**config.mk**
```make
export PLATFORM = sky130hd
export DESIGN_NAME = button_capture
export DESIGN_NICKNAME = d
export VERILOG_FILES = /design/src/rtl/button_capture.sv
export SDC_FILE = /design/constraint.sdc
export NUM_CORES = 1
export LEC_CHECK = 0
export CAP_MARGIN = 0
export CORE_MARGIN = 1.5
export CORE_UTILIZATION = 50
export DETAILED_ROUTE_END_ITERATION = 10
export GPL_TIMING_DRIVEN = 0
export PLACE_DENSITY_LB_ADDON = 0.05
export SLEW_MARGIN = 5
export SYNTH_ARGS = -nofsm -noshare
export SYNTH_HDL_FRONTEND = slang
export SYNTH_SLANG_ARGS = --single-unit
export TNS_END_PERCENT = 5
```
**constraint.sdc**
```tcl
create_clock -name clk -period 2.2 [get_ports clk]
set_input_delay 0.44 -clock clk [delete_from_list [all_inputs] [get_ports clk]]
set_output_delay 0.44 -clock clk [all_outputs]
set_load 0.05 [all_outputs]
```
**src/rtl/button_capture.sv**
```systemverilog
// Push-button capture for the memory-game CPU read path: 2-FF synchronise, debounce,
// and hold one press event until the CPU acknowledges it and all buttons are released.
module button_capture #(
  parameter int N_BTN      = 4,
  parameter int DEB_CYCLES = 16,
  parameter int CNT_W      = 5
) (
  input  logic             clk,
  input  logic             reset,
  input  logic [N_BTN-1:0] btn_raw,
  input  logic             rd_ack,
  output logic [7:0]       data_out,
  output logic             valid
);

  typedef enum logic [1:0] {READY = 2'd0, PENDING = 2'd1, RELEASE = 2'd2} state_t;

  logic [N_BTN-1:0] s1, s2, deb, deb_next, rise;
  logic [CNT_W-1:0] cnt      [N_BTN];
  logic [CNT_W-1:0] cnt_next [N_BTN];
  state_t           state, state_next;
  logic             overrun, overrun_next, valid_next;
  logic [1:0]       idx, idx_next;

  function automatic logic [1:0] lowest_idx(input logic [N_BTN-1:0] r);
    logic [1:0] k;
    k = 2'b00;
    for (int i = N_BTN - 1; i >= 0; i--) begin
      if (r[i]) k = 2'(i);
    end
    return k;
  endfunction

  // Two-flop synchroniser per button
  always_ff @(posedge clk) begin
    if (reset) begin
      s1 <= {N_BTN{1'b0}};
      s2 <= {N_BTN{1'b0}};
    end else begin
      s1 <= btn_raw;
      s2 <= s1;
    end
  end

  // Debounce: level changes only after DEB_CYCLES consecutive differing samples
  always_comb begin
    deb_next = deb;
    rise     = {N_BTN{1'b0}};
    for (int i = 0; i < N_BTN; i++) begin
      cnt_next[i] = cnt[i];
      if (s2[i] == deb[i]) begin
        cnt_next[i] = {CNT_W{1'b0}};
      end else if (cnt[i] == CNT_W'(DEB_CYCLES - 1)) begin
        deb_next[i] = s2[i];
        cnt_next[i] = {CNT_W{1'b0}};
        rise[i]     = s2[i];
      end else begin
        cnt_next[i] = cnt[i] + CNT_W'(1);
      end
    end
  end

  // Debounced levels and stability counters
  always_ff @(posedge clk) begin
    if (reset) begin
      deb <= {N_BTN{1'b0}};
      for (int i = 0; i < N_BTN; i++) cnt[i] <= {CNT_W{1'b0}};
    end else begin
      deb <= deb_next;
      for (int i = 0; i < N_BTN; i++) cnt[i] <= cnt_next[i];
    end
  end

  // Event FSM; the ack decision looks at deb_next so a button rising on the ack
  // cycle still forces a release before it can produce a new event
  always_comb begin
    state_next   = state;
    valid_next   = valid;
    overrun_next = overrun;
    idx_next     = idx;
    case (state)
      READY: begin
        if (|rise) begin
          idx_next     = lowest_idx(rise);
          valid_next   = 1'b1;
          overrun_next = 1'b0;
          state_next   = PENDING;
        end else begin
          valid_next = 1'b0;
        end
      end
      PENDING: begin
        if (rd_ack) begin
          valid_next   = 1'b0;
          overrun_next = 1'b0;
          idx_next     = 2'b00;
          state_next   = (|deb_next) ? RELEASE : READY;
        end else if (|rise) begin
          overrun_next = 1'b1;
        end else begin
          valid_next = 1'b1;
        end
      end
      RELEASE: begin
        valid_next = 1'b0;
        if (~|deb) begin
          state_next = READY;
        end else begin
          state_next = RELEASE;
        end
      end
      default: begin
        state_next   = READY;
        valid_next   = 1'b0;
        overrun_next = 1'b0;
        idx_next     = 2'b00;
      end
    endcase
  end

  // FSM state and registered event fields
  always_ff @(posedge clk) begin
    if (reset) begin
      state   <= READY;
      valid   <= 1'b0;
      overrun <= 1'b0;
      idx     <= 2'b00;
    end else begin
      state   <= state_next;
      valid   <= valid_next;
      overrun <= overrun_next;
      idx     <= idx_next;
    end
  end

  assign data_out = {valid, overrun, 4'b0000, idx};

endmodule

```
==> out/results.ini, run 1 <==
[logic_synthesis]
ys_seq_area_frac = 0.493
syn-instance-count = 158
yosysTopAreaCellShare = 0.493
async_reset_ff_frac = 0
synth.distinct_cells = 33
synth_area_sq_um = 1540
synthMostInstantiatedCell = dfxtp_1
ys_seq_elements = 38
synth_area_leaders = dfxtp_1 49%, nor2_1 6.8%, ha_1 6.5%
yosysTopAreaCell = dfxtp_1
synth_edf_count = 0
synth_flop_cell = dfxtp_1
yosysWarnings = 0
synth_common_cells = 38 x dfxtp_1, 28 x nor2_1, 9 x inv_1
syn_area_per_cell_sq_um = 9.77

[cts]
clk-insertion-delay-late_ns = 0.34
hold_buffers = 0
htreeDepth = 2
cts_tree = done
post_cts_buffers = 0
numClockSinks = 38
cts_resized = 0
root_buffer = clkbuf_4
clkTransAtPathRegs_ns = 0.10
cts_buffers = 5
cts_buffer_depth = 2

[floorplanning]
rows = 19
fp.coreArea_sq_um = 2850
pin_count = 16
die-area_sq_um = 3430
die_x_microns = 58.6
die_y_microns = 58.6
initial_core_util = 0.541

[finish]
drive_gt1_frac = 0.0950
syn2layout_area_growth_pct = 13.5
nNetsFinal = 194
antennaDiodeCount = 0
nFillCells = 254

[worst_setup_path]
worst_ep_arrival_time_ns = 1.61
path_class = flop to output port
cp.required_ns = 1.76
r2r_slack_ns = 0.19
cp_max_fo = 3
slowest_stage = clkdlybuf4s50_1
rr_worst_depth = 7
critPathTopFamily = buffers and inverters
r2r_start = cnt[1][0]
cp-end-kind = output port
slowest_delay_ns = 0.78
r2r-end = valid
startpoint_type = flop
worstPathBufferInverterCount = 2
path_cells = buf_4, clkdlybuf4s50_1

[min_path]
hp-start = s1[1]
hold_depth = 1
worstHoldEndpoint = s2[1]
hold_path.class = flop to flop

[timing]
hold_violations = 0
clock.fmax_mhz = 487
grt_setup_unrepaired = false
min_period_over_period = 0.933
period_needed_ns = 2.05
finalSetupTns_ns = 0
maxSlewViolCount = 0
setup_viol = 0
tightest_slew_ns = 0.497
finClkSkew_ns = 0.00619
maxSlewHeadroom = 0.668

[route]
wire_per_inst_microns = 10.7
firstDrtPassIters = 3
vias = 1077
drt_iter0_drc = 29
ant_nets = 0
wl_microns = 2260
remaining_drc_errors = 0
avgViaCountPerCell = 5.13

[job]
maxCapViolCount = 0

[global_route]
grt.total_usage = 0.154
grt_pass1_wl_microns = 3980
grt_pass1_vias = 1006
grt.overflow.total = 0
grt_max_degree = 12
antenna_found_initial = 0

[pwr]
clkPwrFrac = 0.300
total_power_mw = 1.08
power.density_nw_per_um2 = 616
irDropWorstVdd_mv = 0.479
power_frac_comb = 0.050
p_seq_frac = 0.650
p_int_uw = 835
leakagePower_nw = 0.690
switching_power_uw = 244
swShare = 0.226

[place]
port_buffers = 11
post-dp-hpwl_microns = 1750
gp_congestion = 0.748

[run_status]
status = complete, no violations

-- power groups by stage --
| stage | Combinational, mW | Clock (mW) | Sequential [mW] |
|---|---|---|---|
| 2_1_floorplan | 0.0386 | 0 | 0.716 |
| 3_3_place_gp | 0.0538 | 0 | 0.717 |
| 3_5_place_dp | 0.0548 | 0 | 0.717 |
| 4_1_cts | 0.0549 | 0.339 | 0.701 |
| 5_1_grt | 0.0592 | 0.371 | 0.703 |
| 6_report | 0.0544 | 0.324 | 0.701 |
-- state kept, by name, indices dropped and copies added, names as in the netlist --
name	cells
cnt	20
deb	4
s1	4
s2	4
idx	2
state	2
overrun	1
valid	1
-- per-stage QoR --
step | hold WS (ns) | setup WS [ns] | cells | area, sq um | utilization
after CTS | 0.450 | 0.123 | 210 | 1750 | 0.614
after floorplan | 0.414 | 0.371 | 161 | 1560 | -
after detailed placement | 0.426 | 0.223 | 203 | 1700 | 0.597
final | 0.445 | 0.148 | 210 | 1750 | 0.614
after global routing | 0.461 | 0.0913 | 210 | 1750 | 0.614
after global placement | 0.419 | 0.239 | 203 | 1700 | 0.597
-- placed cells by master, fill, tap and decap left out, drive strengths merged, types with 2 or more instances in the layout --
| cell | netlist | layout |
|---|---|---|
| clkbuf | 4 | 9 |
| or3 | 4 | 4 |
| mux2i | 4 | 4 |
| and3b | 3 | 3 |
| ha | 8 | 8 |
| conb | 1 | 4 |
| nor2 | 28 | 28 |
| inv | 9 | 9 |
| nor2b | 8 | 8 |
| nand3 | 4 | 4 |
| xnor2 | 8 | 8 |
| clkinv | 0 | 2 |
| and3 | 4 | 4 |
| clkdlybuf4s50 | 0 | 11 |
| nor3 | 2 | 2 |
| a21oi | 4 | 4 |
| dfxtp | 38 | 38 |
| o21ai | 3 | 3 |
| nand3b | 3 | 3 |
| xor2 | 4 | 4 |
| buf | 6 | 6 |
-- final cells by class --
| class | count | area, sq um | area share |
|---|---|---|---|
| repair buffers | 11 | 110 | 0.0629 |
| clock inverters | 2 | 10.0 | 0.00571 |
| flip-flops and latches | 38 | 761 | 0.434 |
| multi-input cells | 104 | 701 | 0.400 |
| plain buffers | 10 | 60.1 | 0.0343 |
| clock buffers | 5 | 37.5 | 0.0214 |
| inverters | 9 | 33.8 | 0.0193 |
| well taps | 31 | 38.8 | 0.0221 |
-- per-layer routing --
metal	part of all wire	GRT usage	vias up
met5	0	0	-
met4	0.029	0.0877	0
met3	0.035	0.0462	8
met2	0.48	0.265	18
met1	0.45	0.169	493
li1	-	-	558
-- how the worst max path moves through the flow --
stage | start | to | slack (ns) | cells past startpoint
final | valid | data_out[7] | 0.15 | 2
after global routing | cnt[1][0] | state[1] | 0.09 | 7
after CTS | valid | data_out[7] | 0.12 | 2
after detailed placement | cnt[1][0] | valid | 0.22 | 7
after global placement | cnt[1][0] | valid | 0.24 | 7
after floorplan | cnt[1][0] | state[1] | 0.37 | 7
-- logic make-up (layout without fill, tap and decap cells) --
kind of cell / Yosys count / after routing / synth area share
mux: 4 / 4 / 0.0259
other cells: 1 / 4 / 0.00243
buf+inv: 19 / 37 / 0.0608
compound gates: 15 / 15 / 0.0665
simple gates: 61 / 61 / 0.219
xor+xnor: 12 / 12 / 0.0681
flops: 38 / 38 / 0.493
fa+ha+maj: 8 / 8 / 0.0648
(Power assumes the default switching activity.)
==> inputs of run 2 (changes only) <==
--- a/config.mk
+++ b/config.mk
@@ -10,7 +10,8 @@
 export CORE_UTILIZATION = 50
 export DETAILED_ROUTE_END_ITERATION = 10
 export GPL_TIMING_DRIVEN = 0
-export PLACE_DENSITY_LB_ADDON = 0.05
+export PLACE_DENSITY = 0.77
+export SETUP_SLACK_MARGIN = 0.4
 export SLEW_MARGIN = 5
 export SYNTH_ARGS = -nofsm -noshare
 export SYNTH_HDL_FRONTEND = slang
==> run 2 against run 1 <==
Net effect:
- clock power rose by 43%
- cell count rose by 1.4%
- die area did not move
- critical endpoint is now data_out[1]
- clock skew rose by 0.0033 ns
- first-iteration DRC count rose by 38%
- non-clock buffer count rose by 2
- count of clock-buffer cells in the layout did not move
- sequential share of layout area fell by 1.4 points
==> out/results.ini, run 2 (synthesis gave the netlist of run 1 again) <==
[floorplanning]
pin_count = 16
rows = 19
initial_core_util = 0.541
die_x_microns = 58.6
fp.coreArea_sq_um = 2850
die-area_sq_um = 3430
die_y_microns = 58.6

[timing]
grt_setup_unrepaired = true
finalSetupTns_ns = 0
min_period_over_period = 0.885
clock.fmax_mhz = 514
maxSlewHeadroom = 0.659
finClkSkew_ns = 0.00953
maxSlewViolCount = 0
tightest_slew_ns = 0.510
setup_viol = 0
period_needed_ns = 1.95
hold_violations = 0

[worst_setup_path]
worst_ep_arrival_time_ns = 1.51
slowest_stage = clkdlybuf4s50_1
startpoint_type = flop
path_cells = clkdlybuf4s50_1
critPathTopFamily = buffers and inverters
cp-end-kind = output port
worstPathBufferInverterCount = 1
slowest_delay_ns = 0.81
cp.required_ns = 1.76
path_class = flop to output port
cp_max_fo = 2

[place]
port_buffers = 11
dp.cells = 203
post-dp-hpwl_microns = 1860
gp_congestion = 0.869

[cts]
htreeDepth = 2
clk-insertion-delay-late_ns = 0.34
cts_tree = done
cts_buffers = 5
cts_buffer_depth = 2
root_buffer = clkbuf_4
numClockSinks = 38
clkTransAtPathRegs_ns = 0.12

[route]
wl_microns = 2460
vias = 1109
drt_iter0_drc = 40
remaining_drc_errors = 0
avgViaCountPerCell = 5.21
ant_nets = 0
firstDrtPassIters = 4
wire_per_inst_microns = 11.6

[finish]
drive_gt1_frac = 0.165
antennaDiodeCount = 0
largest_reg_flops = 20
nNetsFinal = 196
mostFrequentLayoutCell = dfxtp_1
layout_common_cells = 35 x dfxtp_1, 28 x nor2_1, 9 x inv_1
final_cells = 213
largest_register = cnt
syn2layout_area_growth_pct = 17.9

[global_route]
grt_pass1_vias = 1073
grt_max_degree = 14
grt.overflow.total = 0
grt.total_usage = 0.161
antenna_found_initial = 0
grt_pass1_wl_microns = 4160

[pwr]
leakagePower_nw = 0.726
irDropWorstVdd_mv = 0.444
power.density_nw_per_um2 = 671

[run_status]
status = complete, no violations

[job]
maxCapViolCount = 0

[min_path]
hold_path.class = flop to flop

run 2: path summary, 6_finish.rpt:
| check | startpoint | endpoint | slack (ns) | cells after the start |
|---|---|---|---|---|
| setup / recovery | idx[1] | data_out[1] | 0.25 | 1 |
| setup reg to reg | cnt[3][0] | state[1] | 0.29 | 7 |
| hold / removal | cnt[1][0] | cnt[1][0] | 0.43 | 1 |
| hold reg to reg | cnt[1][0] | cnt[1][0] | 0.43 | 1 |
run 2: power breakdown:
part | internal [mW] | switching [mW] | total (mW)
registers | 0.697 | 0.00490 | 0.702
clock network | 0.238 | 0.226 | 0.464
logic | 0.0246 | 0.0316 | 0.0562
total | 0.960 | 0.262 | 1.22
run 2: metrics by stage:
stage / power, mW / hold slack (ns) / setup WS [ns] / utilization / cell area (sq um)
after floorplan: 0.755 / 0.414 / 0.407 / - / 1560
after global placement: 0.770 / 0.419 / 0.290 / 0.599 / 1710
after detailed placement: 0.773 / 0.425 / 0.238 / 0.599 / 1710
after CTS: 1.23 / 0.452 / 0.211 / 0.627 / 1790
after global routing: 1.28 / 0.447 / 0.192 / 0.638 / 1820
final: 1.22 / 0.428 / 0.253 / 0.638 / 1820
run 2: cell type report:
| class | instances | area, sq um |
|---|---|---|
| well taps | 31 | 38.8 |
| flip-flops and latches | 38 | 764 |
| plain buffers | 10 | 60.1 |
| clock inverters | 3 | 45.0 |
| multi-input cells | 104 | 716 |
| repair buffers | 13 | 125 |
| fillers | 247 | 1030 |
| inverters | 9 | 33.8 |
| clock buffers | 5 | 37.5 |
run 2: routing by layer:
metal,up-vias,GRT usage,routed length (microns)
li1,564,-,-
met1,514,0.160,1030
met2,27,0.307,1280
met3,4,0.0527,127
met4,0,0.0649,25
met5,-,0,0
run 2: timing repair:
| item | 4_1_cts | 5_1_grt |
|---|---|---|
| resized for setup | 2 | 10 |
| hold buffers | 0 | 0 |
| setup buffers | 0 | 2 |
| endpoints found under the setup margin | 10 | 9 |
| pin swaps | 0 | 3 |
